<file path="config.mk">
export PLATFORM = sky130hd
export DESIGN_NAME = div_bcd_formatter
export DESIGN_NICKNAME = d
export VERILOG_FILES = /design/src/rtl/div_bcd_formatter.sv
export SDC_FILE = /design/constraint.sdc
export NUM_CORES = 1
export LEC_CHECK = 0
export ABC_CLOCK_PERIOD_IN_PS = 3650
export BUFFER_PORTS_ARGS = -buffer_cell sky130_fd_sc_hd__buf_4
export CAP_MARGIN = 20
export CORE_ASPECT_RATIO = 1.25
export CORE_MARGIN = 5
export CORE_UTILIZATION = 57
export DETAILED_ROUTE_END_ITERATION = 8
export GPL_ROUTABILITY_DRIVEN = 0
export PLACE_DENSITY = 0.88
export SLEW_MARGIN = 25
export SYNTH_ARGS = -nofsm -noshare
export SYNTH_HDL_FRONTEND = slang
export SYNTH_SLANG_ARGS = --single-unit
</file>
<file path="constraint.sdc">
create_clock -name clk -period 3.65 [get_ports clk]
set_clock_uncertainty 0.05 [all_clocks]
set_input_delay 0.9125 -clock clk [delete_from_list [all_inputs] [get_ports clk]]
set_output_delay 0.9125 -clock clk [all_outputs]
set_load 0.01 [all_outputs]
</file>
<file path="src/rtl/div_bcd_formatter.sv">
// Binary-to-BCD formatter for divider results: captures quotient/remainder and
// converts each in turn through one shared shift-add-3 datapath.
module div_bcd_formatter #(
  parameter int WIDTH  = 8,
  parameter int DIGITS = 3
) (
  input  logic                  clk,
  input  logic                  reset,
  input  logic                  in_valid,
  input  logic [WIDTH-1:0]      in_q,
  input  logic [WIDTH-1:0]      in_r,
  input  logic                  in_div_zero,
  input  logic                  clr_ovr,
  output logic                  busy,
  output logic                  out_valid,
  output logic [4*DIGITS-1:0]   q_bcd,
  output logic [4*DIGITS-1:0]   r_bcd,
  output logic                  err,
  output logic                  overrun
);

  localparam int BW   = 4 * DIGITS;
  localparam int CNTW = $clog2(WIDTH + 1);
  localparam logic [CNTW-1:0] CNT_LOAD = CNTW'(WIDTH);
  localparam logic [CNTW-1:0] CNT_LAST = CNTW'(1);

  typedef enum logic [1:0] {IDLE, CONV_Q, CONV_R, DONE} state_t;

  state_t           state;
  logic [WIDTH-1:0] bin;
  logic [BW-1:0]    bcd;
  logic [CNTW-1:0]  cnt;
  logic [WIDTH-1:0] r_hold;
  logic [BW-1:0]    q_tmp;

  logic [BW-1:0]    adj;
  logic [BW-1:0]    bcd_next;
  logic [WIDTH-1:0] bin_next;
  logic             converting;

  // One double-dabble step: add 3 to nibbles >= 5, then shift {bcd, bin} left.
  always_comb begin
    adj = bcd;
    for (int unsigned i = 0; i < DIGITS; i++) begin
      if (bcd[4*i +: 4] >= 4'd5)
        adj[4*i +: 4] = bcd[4*i +: 4] + 4'd3;
    end
    bcd_next = BW'({adj, bin} >> (WIDTH - 1));
    bin_next = {bin[WIDTH-2:0], 1'b0};
  end

  assign converting = (state == CONV_Q) || (state == CONV_R);

  always_ff @(posedge clk or posedge reset) begin
    if (reset) begin
      state     <= IDLE;
      bin       <= '0;
      bcd       <= '0;
      cnt       <= '0;
      r_hold    <= '0;
      q_tmp     <= '0;
      busy      <= 1'b0;
      out_valid <= 1'b0;
      q_bcd     <= '0;
      r_bcd     <= '0;
      err       <= 1'b0;
      overrun   <= 1'b0;
    end else begin
      out_valid <= 1'b0;

      // A drop in the same cycle as a clear keeps overrun set.
      if (in_valid && converting)
        overrun <= 1'b1;
      else if (clr_ovr)
        overrun <= 1'b0;

      case (state)
        IDLE, DONE: begin
          if (in_valid) begin
            if (in_div_zero) begin
              q_bcd     <= '0;
              r_bcd     <= '0;
              err       <= 1'b1;
              out_valid <= 1'b1;
              state     <= DONE;
            end else begin
              r_hold <= in_r;
              bin    <= in_q;
              bcd    <= '0;
              cnt    <= CNT_LOAD;
              busy   <= 1'b1;
              state  <= CONV_Q;
            end
          end else begin
            state <= IDLE;
          end
        end
        CONV_Q: begin
          bcd <= bcd_next;
          bin <= bin_next;
          cnt <= cnt - 1'b1;
          if (cnt == CNT_LAST) begin
            q_tmp <= bcd_next;
            bin   <= r_hold;
            bcd   <= '0;
            cnt   <= CNT_LOAD;
            state <= CONV_R;
          end
        end
        CONV_R: begin
          bcd <= bcd_next;
          bin <= bin_next;
          cnt <= cnt - 1'b1;
          if (cnt == CNT_LAST) begin
            q_bcd     <= q_tmp;
            r_bcd     <= bcd_next;
            err       <= 1'b0;
            out_valid <= 1'b1;
            busy      <= 1'b0;
            state     <= DONE;
          end
        end
        default: state <= IDLE;
      endcase
    end
  end

endmodule

</file>
==> flow_summary.json, run 1 <==
{
  "grt_antenna_before_repair": 0,
  "clock_path_buffers": 2,
  "worst_setup_path_end_kind": "register",
  "io-pin-count": 49,
  "first_pass_grt_wire_length_mm": 12.6,
  "final_period_util_pct": 66.0,
  "start_to_end_type_of_the_worst_setup_path": "reg -> reg",
  "wire_per_inst_um": 17.6,
  "finalHoldViolations": 0,
  "holdPathStages": 1,
  "place_ws_ps": 1260,
  "finalSetupTns_ps": 0,
  "p_int_mw": 1.78,
  "rows": 31,
  "clock-root-buffer": "clkbuf_8",
  "cts.repair_timing.setup_buffer_count": 0,
  "post_route_cells_drive_above_1_share_pct": 26.1,
  "setup_slack_of_the_critical_path_after_layout_ps": 1240,
  "numPortBuffers": 48,
  "finalSetupViolCount": 0,
  "mappedNetlistNets": 332,
  "critPathLaunchType": "register",
  "drt-pass1-iter-count": 4,
  "hpwlAfterDp_mm": 5.34,
  "fillers": 414,
  "r2r_slack_ps": 1240,
  "multi_input_comb_area_um2": 1380,
  "drcViolationCount": 0,
  "synth_largest_area_cell": "dfrtp_1",
  "die_wd_um": 79.0,
  "register_area_um2": 1850,
  "run_status": "finished, final reports clean",
  "design.die.area_um2": 7610,
  "critical_path_required_ps": 3900,
  "layout.cells.most_common_list": "dfrtp_1, buf_4, nand2_1",
  "detail_route.vias_per_cell": 6.08,
  "h-tree-depth": 3,
  "postRouteAntennaNets": 0,
  "ff2ff_path_depth": 6,
  "synthesis.area_per_instance_um2": 11.3,
  "finalNetCount": 378,
  "syn-instance-count": 301,
  "switching_share_pct": 38.6,
  "via_count_of_the_first_global_routing_pass": 2667,
  "worstPathArrival_ps": 2660,
  "synth-seq-area-share_pct": 54.6,
  "synth_cell_types": 46,
  "p_leak_nw": 1.86,
  "cts.hold.buffers_added": 0,
  "timing.hold.worst.class": "reg -> reg",
  "antenna_fix_cells": 0,
  "clock_power_share_pct": 21.8,
  "post-route-cell-area_um2": 3950,
  "post-synth-top-area-fraction_pct": 54.6,
  "cts_tree": "yes",
  "synthesis.area_um2": 3390,
  "vdd_ir_drop_max_mv": 0.454,
  "coreArea_um2": 5780,
  "post-route-min-period_ps": 2410,
  "synthToLayoutAreaGrowth_pct": 16.2,
  "worst-slew-pin-transition_ps": 715,
  "cts_buffers": 9,
  "final_max_slew_viol_count": 0,
  "rsz0062_at_grt": "no",
  "leftover_overflow_at_the_end_of_global_routing": 0,
  "cts_sinks": 74,
  "ys.warnings.count": 0,
  "detailroute.via_count": 2542,
  "power_density_nw_per_um2": 737,
  "placed_instance_area_um2": 3750,
  "synth.area.top_cells": "dfrtp_1, mux2_2, a22o_1",
  "effective_utilization_at_floorplan_pct": 58.7,
  "clkTransAtPathRegs_ps": 80,
  "max_cap_check_violation_count": 0,
  "most_common_cell_after_layout_fill_and_taps_aside": "dfrtp_1",
  "p_switching_mw": 1.12,
  "cts_resized": 0,
  "die_boundary_height_um": 96.3,
  "power.combinational.fraction_pct": 38.1,
  "grt_start_max_net_pins": 30,
  "postRouteWirelength_mm": 7.35,
  "globalRouteTotalUtil_pct": 21.5,
  "max_freq_mhz": 415,
  "clkLatencyLatePin_ps": 360,
  "yosys_register_bits": 74,
  "cp_max_fo": 22,
  "pwr-share-seq_pct": 40.1,
  "drt_iter0_drc": 164,
  "timing.slew.headroom_pct": 52.3
}
==> through the flow <==
| stage | power [mW] | util (%) | cells | hold slack [ps] |
|---|---|---|---|---|
| global route | 3.09 | 68.3 | 418 | 454 |
| floorplan | 2.03 | - | 301 | 400 |
| CTS | 2.90 | 68.3 | 418 | 443 |
| finish | 2.91 | 68.3 | 418 | 441 |
| global placement | 2.20 | 64.9 | 402 | 416 |
| detailed placement | 2.28 | 64.9 | 402 | 425 |
==> path summary, 6_finish.rpt <==
path,from,endpoint
hold reg to reg,r_bcd[4]$_DFFE_PP0P_,r_bcd[4]$_DFFE_PP0P_
hold / removal,r_bcd[4]$_DFFE_PP0P_,r_bcd[4]$_DFFE_PP0P_
max in group asynchronous,reset,q_bcd[6]$_DFFE_PP0P_
min in group asynchronous,reset,bcd[11]$_DFFE_PP0P_
setup / recovery,state[0]$_DFFE_PP0P_,q_bcd[8]$_DFFE_PP0P_
setup reg to reg,state[0]$_DFFE_PP0P_,q_bcd[8]$_DFFE_PP0P_
==> worst max-delay path, stage by stage, from the launching register on <==
cell      delay [ps]
dfrtp_1          350
inv_1             60
ha_1             550
a21boi_2         300
or2_2            390
nor2_2           420
a22o_1           220
==> cell type report <==
class / instances / share of cell area [%]
Clock buffer: 12 / 3.68
Sequential cell: 74 / 46.9
Timing Repair Buffer: 50 / 9.51
Multi-Input combinational cell: 197 / 35.0
Tap cell: 66 / 2.09
Clock inverter: 4 / 1.30
Inverter: 15 / 1.43
==> synth_stat cells (all sizes together) <==
| cell | number |
|---|---|
| dfrtp | 74 |
| nand2 | 35 |
| o21ai | 30 |
| a22o | 17 |
| mux2 | 16 |
| inv | 15 |
| nor2 | 14 |
| a21oi | 10 |
| buf | 10 |
| ha | 10 |
| a22oi | 8 |
| a31oi | 7 |
| nor3b | 6 |
| o22ai | 6 |
| clkbuf | 5 |
| o2bb2ai | 5 |
| nand2b | 4 |
| mux2i | 3 |
| nand3 | 3 |
| xnor2 | 3 |
| a21o | 2 |
| a311o | 2 |
| nand4 | 2 |
| nor3 | 2 |
| o31ai | 2 |
| a21boi | 1 |
| a2bb2oi | 1 |
| a311oi | 1 |
| and2 | 1 |
| and3 | 1 |
| nand3b | 1 |
| nor2b | 1 |
| nor4b | 1 |
| or2 | 1 |
| or3b | 1 |
==> flip-flops by register name, indices dropped and copies added (netlist names) <==
signal     flops
bcd           12
err            1
q_bcd         12
busy           1
bin            8
r_bcd         12
out_valid      1
r_hold         8
cnt            4
q_tmp         12
state          2
overrun        1
==> layer usage <==
metal	global-route usage, %	vias up	part of all wire (%)
met2	36.7	85	51
met5	0	-	0
met1	24.8	1262	40
met4	13.0	0	3.2
li1	-	1173	-
met3	4.59	22	5.2
==> power groups by stage <==
stage / sequential (mW) / clock [mW] / combinational, mW
5_1_grt: 1.19 / 0.672 / 1.22
2_1_floorplan: 1.16 / 0 / 0.878
4_1_cts: 1.16 / 0.635 / 1.11
6_report: 1.17 / 0.634 / 1.11
3_5_place_dp: 1.17 / 0 / 1.10
3_3_place_gp: 1.17 / 0 / 1.04
==> logic make-up after synthesis <==
family,Yosys count,share of synthesized area [%]
xor gates and xnor gates,3,0.774
muxes,19,6.19
AOI/OAI and AO/OA,92,19.2
buffers and inverters,30,4.72
DFF,74,54.6
adders and majority gates,10,3.69
and+or+nand+nor,73,10.9
Note: power is estimated with default switching activity, not from simulation.
==> run 2: changes to the inputs <==
--- a/config.mk
+++ b/config.mk
@@ -5,7 +5,7 @@
 export SDC_FILE = /design/constraint.sdc
 export NUM_CORES = 1
 export LEC_CHECK = 0
-export ABC_CLOCK_PERIOD_IN_PS = 3650
+export ABC_CLOCK_PERIOD_IN_PS = 2300
 export BUFFER_PORTS_ARGS = -buffer_cell sky130_fd_sc_hd__buf_4
 export CAP_MARGIN = 20
 export CORE_ASPECT_RATIO = 1.25
==> constraint.sdc (replaced) <==
create_clock -name clk -period 2.3 [get_ports clk]
set_clock_uncertainty 0.05 [all_clocks]
set_input_delay 0.575 -clock clk [delete_from_list [all_inputs] [get_ports clk]]
set_output_delay 0.575 -clock clk [all_outputs]
set_load 0.01 [all_outputs]
==> run 2 against run 1 <==
Compared with the run above:
- sequential share of layout area fell by 1.5 points
- critical path depth did not move
- critical path type unchanged
- fmax rose by 15%
- clock-buffer cell count fell by 1
==> flow_summary.json, run 2 (synthesis results as in run 1) <==
{
  "drcViolationCount": 0,
  "crit_cells": 6,
  "via_count_of_the_first_global_routing_pass": 2610,
  "critPathLaunchType": "register",
  "p_leak_nw": 1.93,
  "numPortBuffers": 48,
  "crit_buf_inv": 1,
  "run_status": "finished, final reports clean",
  "postRouteAntennaNets": 0,
  "wire_per_inst_um": 17.3,
  "max_freq_mhz": 476,
  "critPathTopFamily": "simple AND/OR/NAND/NOR gates",
  "h-tree-depth": 3,
  "leftover_overflow_at_the_end_of_global_routing": 0,
  "cp_max_fo": 11,
  "cts_tree": "yes",
  "fin_total_pwr_mw": 5.03,
  "fillers": 409,
  "finalSetupViolCount": 0,
  "crit-reg2reg-capture": "q_bcd[8]$_DFFE_PP0P_",
  "final_max_slew_viol_count": 0,
  "rows": 31,
  "worst_setup_path_end_kind": "register",
  "slowest_delay_ps": 450,
  "clkLatencyLatePin_ps": 350,
  "ff2ff_path_depth": 6,
  "most_common_cell_after_layout_fill_and_taps_aside": "dfrtp_1",
  "first_pass_grt_wire_length_mm": 12.3,
  "synthToLayoutAreaGrowth_pct": 20.1,
  "postRouteWirelength_mm": 7.33,
  "multi_input_comb_area_um2": 1380,
  "crit_chain": "inv_1, ha_1, a21boi_2, or2_2, nor2_2, a22o_1",
  "globalRouteTotalUtil_pct": 20.9,
  "clock_path_buffers": 2,
  "hpwlAfterDp_mm": 5.07,
  "die_boundary_height_um": 96.3,
  "rsz0062_at_grt": "no",
  "clock-root-buffer": "clkbuf_8",
  "r2r_slack_ps": 200,
  "final_period_util_pct": 91.4,
  "power_density_nw_per_um2": 1230,
  "detailroute.via_count": 2541,
  "vdd_ir_drop_max_mv": 0.962,
  "antenna_fix_cells": 0,
  "critical_path.slowest_cell": "nor2_2",
  "drt-pass1-iter-count": 4,
  "max_cap_check_violation_count": 0,
  "finalSetupTns_ps": 0,
  "cts.repair_timing.setup_buffer_count": 0,
  "design.die.area_um2": 7610,
  "timing.hold.worst.class": "in -> async",
  "layout.cells.most_common_list": "dfrtp_1, buf_4, nand2_1",
  "die_wd_um": 79.0,
  "post_route_cells_drive_above_1_share_pct": 27.7,
  "detail_route.vias_per_cell": 5.99,
  "clkTransAtPathRegs_ps": 80,
  "worstPathArrival_ps": 2340,
  "timing.slew.headroom_pct": 65.2,
  "finalNetCount": 384,
  "cts.hold.buffers_added": 0,
  "critical_path_required_ps": 2540,
  "crit_end": "q_bcd[8]$_DFFE_PP0P_",
  "grt_start_max_net_pins": 75,
  "worst_r2r_startpoint": "state[0]$_DFFE_PP0P_",
  "start_to_end_type_of_the_worst_setup_path": "reg -> reg",
  "register_area_um2": 1850,
  "io-pin-count": 49,
  "grt_antenna_before_repair": 0,
  "finalHoldViolations": 0,
  "post-route-min-period_ps": 2100,
  "coreArea_um2": 5780,
  "drt_iter0_drc": 194,
  "effective_utilization_at_floorplan_pct": 58.7,
  "cts_sinks": 74,
  "cts_buffers": 9,
  "crit_path_from": "state[0]$_DFFE_PP0P_",
  "worst-slew-pin-transition_ps": 522,
  "cts_resized": 0
}
## run 2: cell count changes in the layout (fill, tap and decap cells not counted), sizes merged
| cell | before | now |
|---|---|---|
| bufinv | 1 | 4 |
| clkbuf | 12 | 11 |
| inv | 15 | 14 |
| buf | 50 | 56 |
| clkinv | 2 | 1 |
## run 2: through the flow
step,hold slack [ps],cells,instance area [um^2],util (%),worst slack [ps]
global route,325,424,4080,70.5,90.2
global placement,411,408,3810,65.9,318
CTS,293,424,4080,70.5,172
detailed placement,420,408,3810,65.9,205
floorplan,400,301,3400,-,419
finish,262,424,4080,70.5,197
## run 2: cell type report
cell class	instances	share of cell area [%]
sequential	74	45.4
multi-input combinational	197	33.9
timing repair buffer	56	10.6
clock buffer	11	3.47
clock inverter	5	3.07
tap	66	2.03
inverter	15	1.47
## run 2: per-layer routing
layer | GRT usage [%] | vias up | share of wire, %
li1 | - | 1184 | -
met1 | 24.4 | 1278 | 40
met2 | 37.3 | 68 | 53
met3 | 3.28 | 11 | 4.8
met4 | 10.6 | 0 | 1.5
met5 | 0 | - | 0
## run 2: worst register-to-register path: stages, from the launching register on
cell and delay (ps):
dfrtp_1 360, inv_1 60, ha_1 300, a21boi_2 190
or2_2 400, nor2_2 450, a22o_1 230
## run 2: worst min path at each step
| stage | cells past startpoint | slack [ps] | endpoint | from |
|---|---|---|---|---|
| 2_1_floorplan | 2 | 400 | q_tmp[11]$_DFFE_PP0P_ | q_tmp[11]$_DFFE_PP0P_ |
| 3_3_place_gp | 2 | 410 | q_tmp[7]$_DFFE_PP0P_ | q_tmp[7]$_DFFE_PP0P_ |
| 3_5_place_dp | 2 | 420 | q_tmp[8]$_DFFE_PP0P_ | q_tmp[8]$_DFFE_PP0P_ |
| 4_1_cts | 3 | 290 | err$_DFFE_PP0P_ | reset |
| 5_1_grt | 3 | 330 | q_bcd[1]$_DFFE_PP0P_ | reset |
| 6_report | 3 | 260 | q_bcd[1]$_DFFE_PP0P_ | reset |
## run 2: where the power goes
group          internal, mW  switching [mW]
clock                 0.859           0.468
combinational         0.754            1.10
sequential             1.62           0.231
total                  3.23            1.80
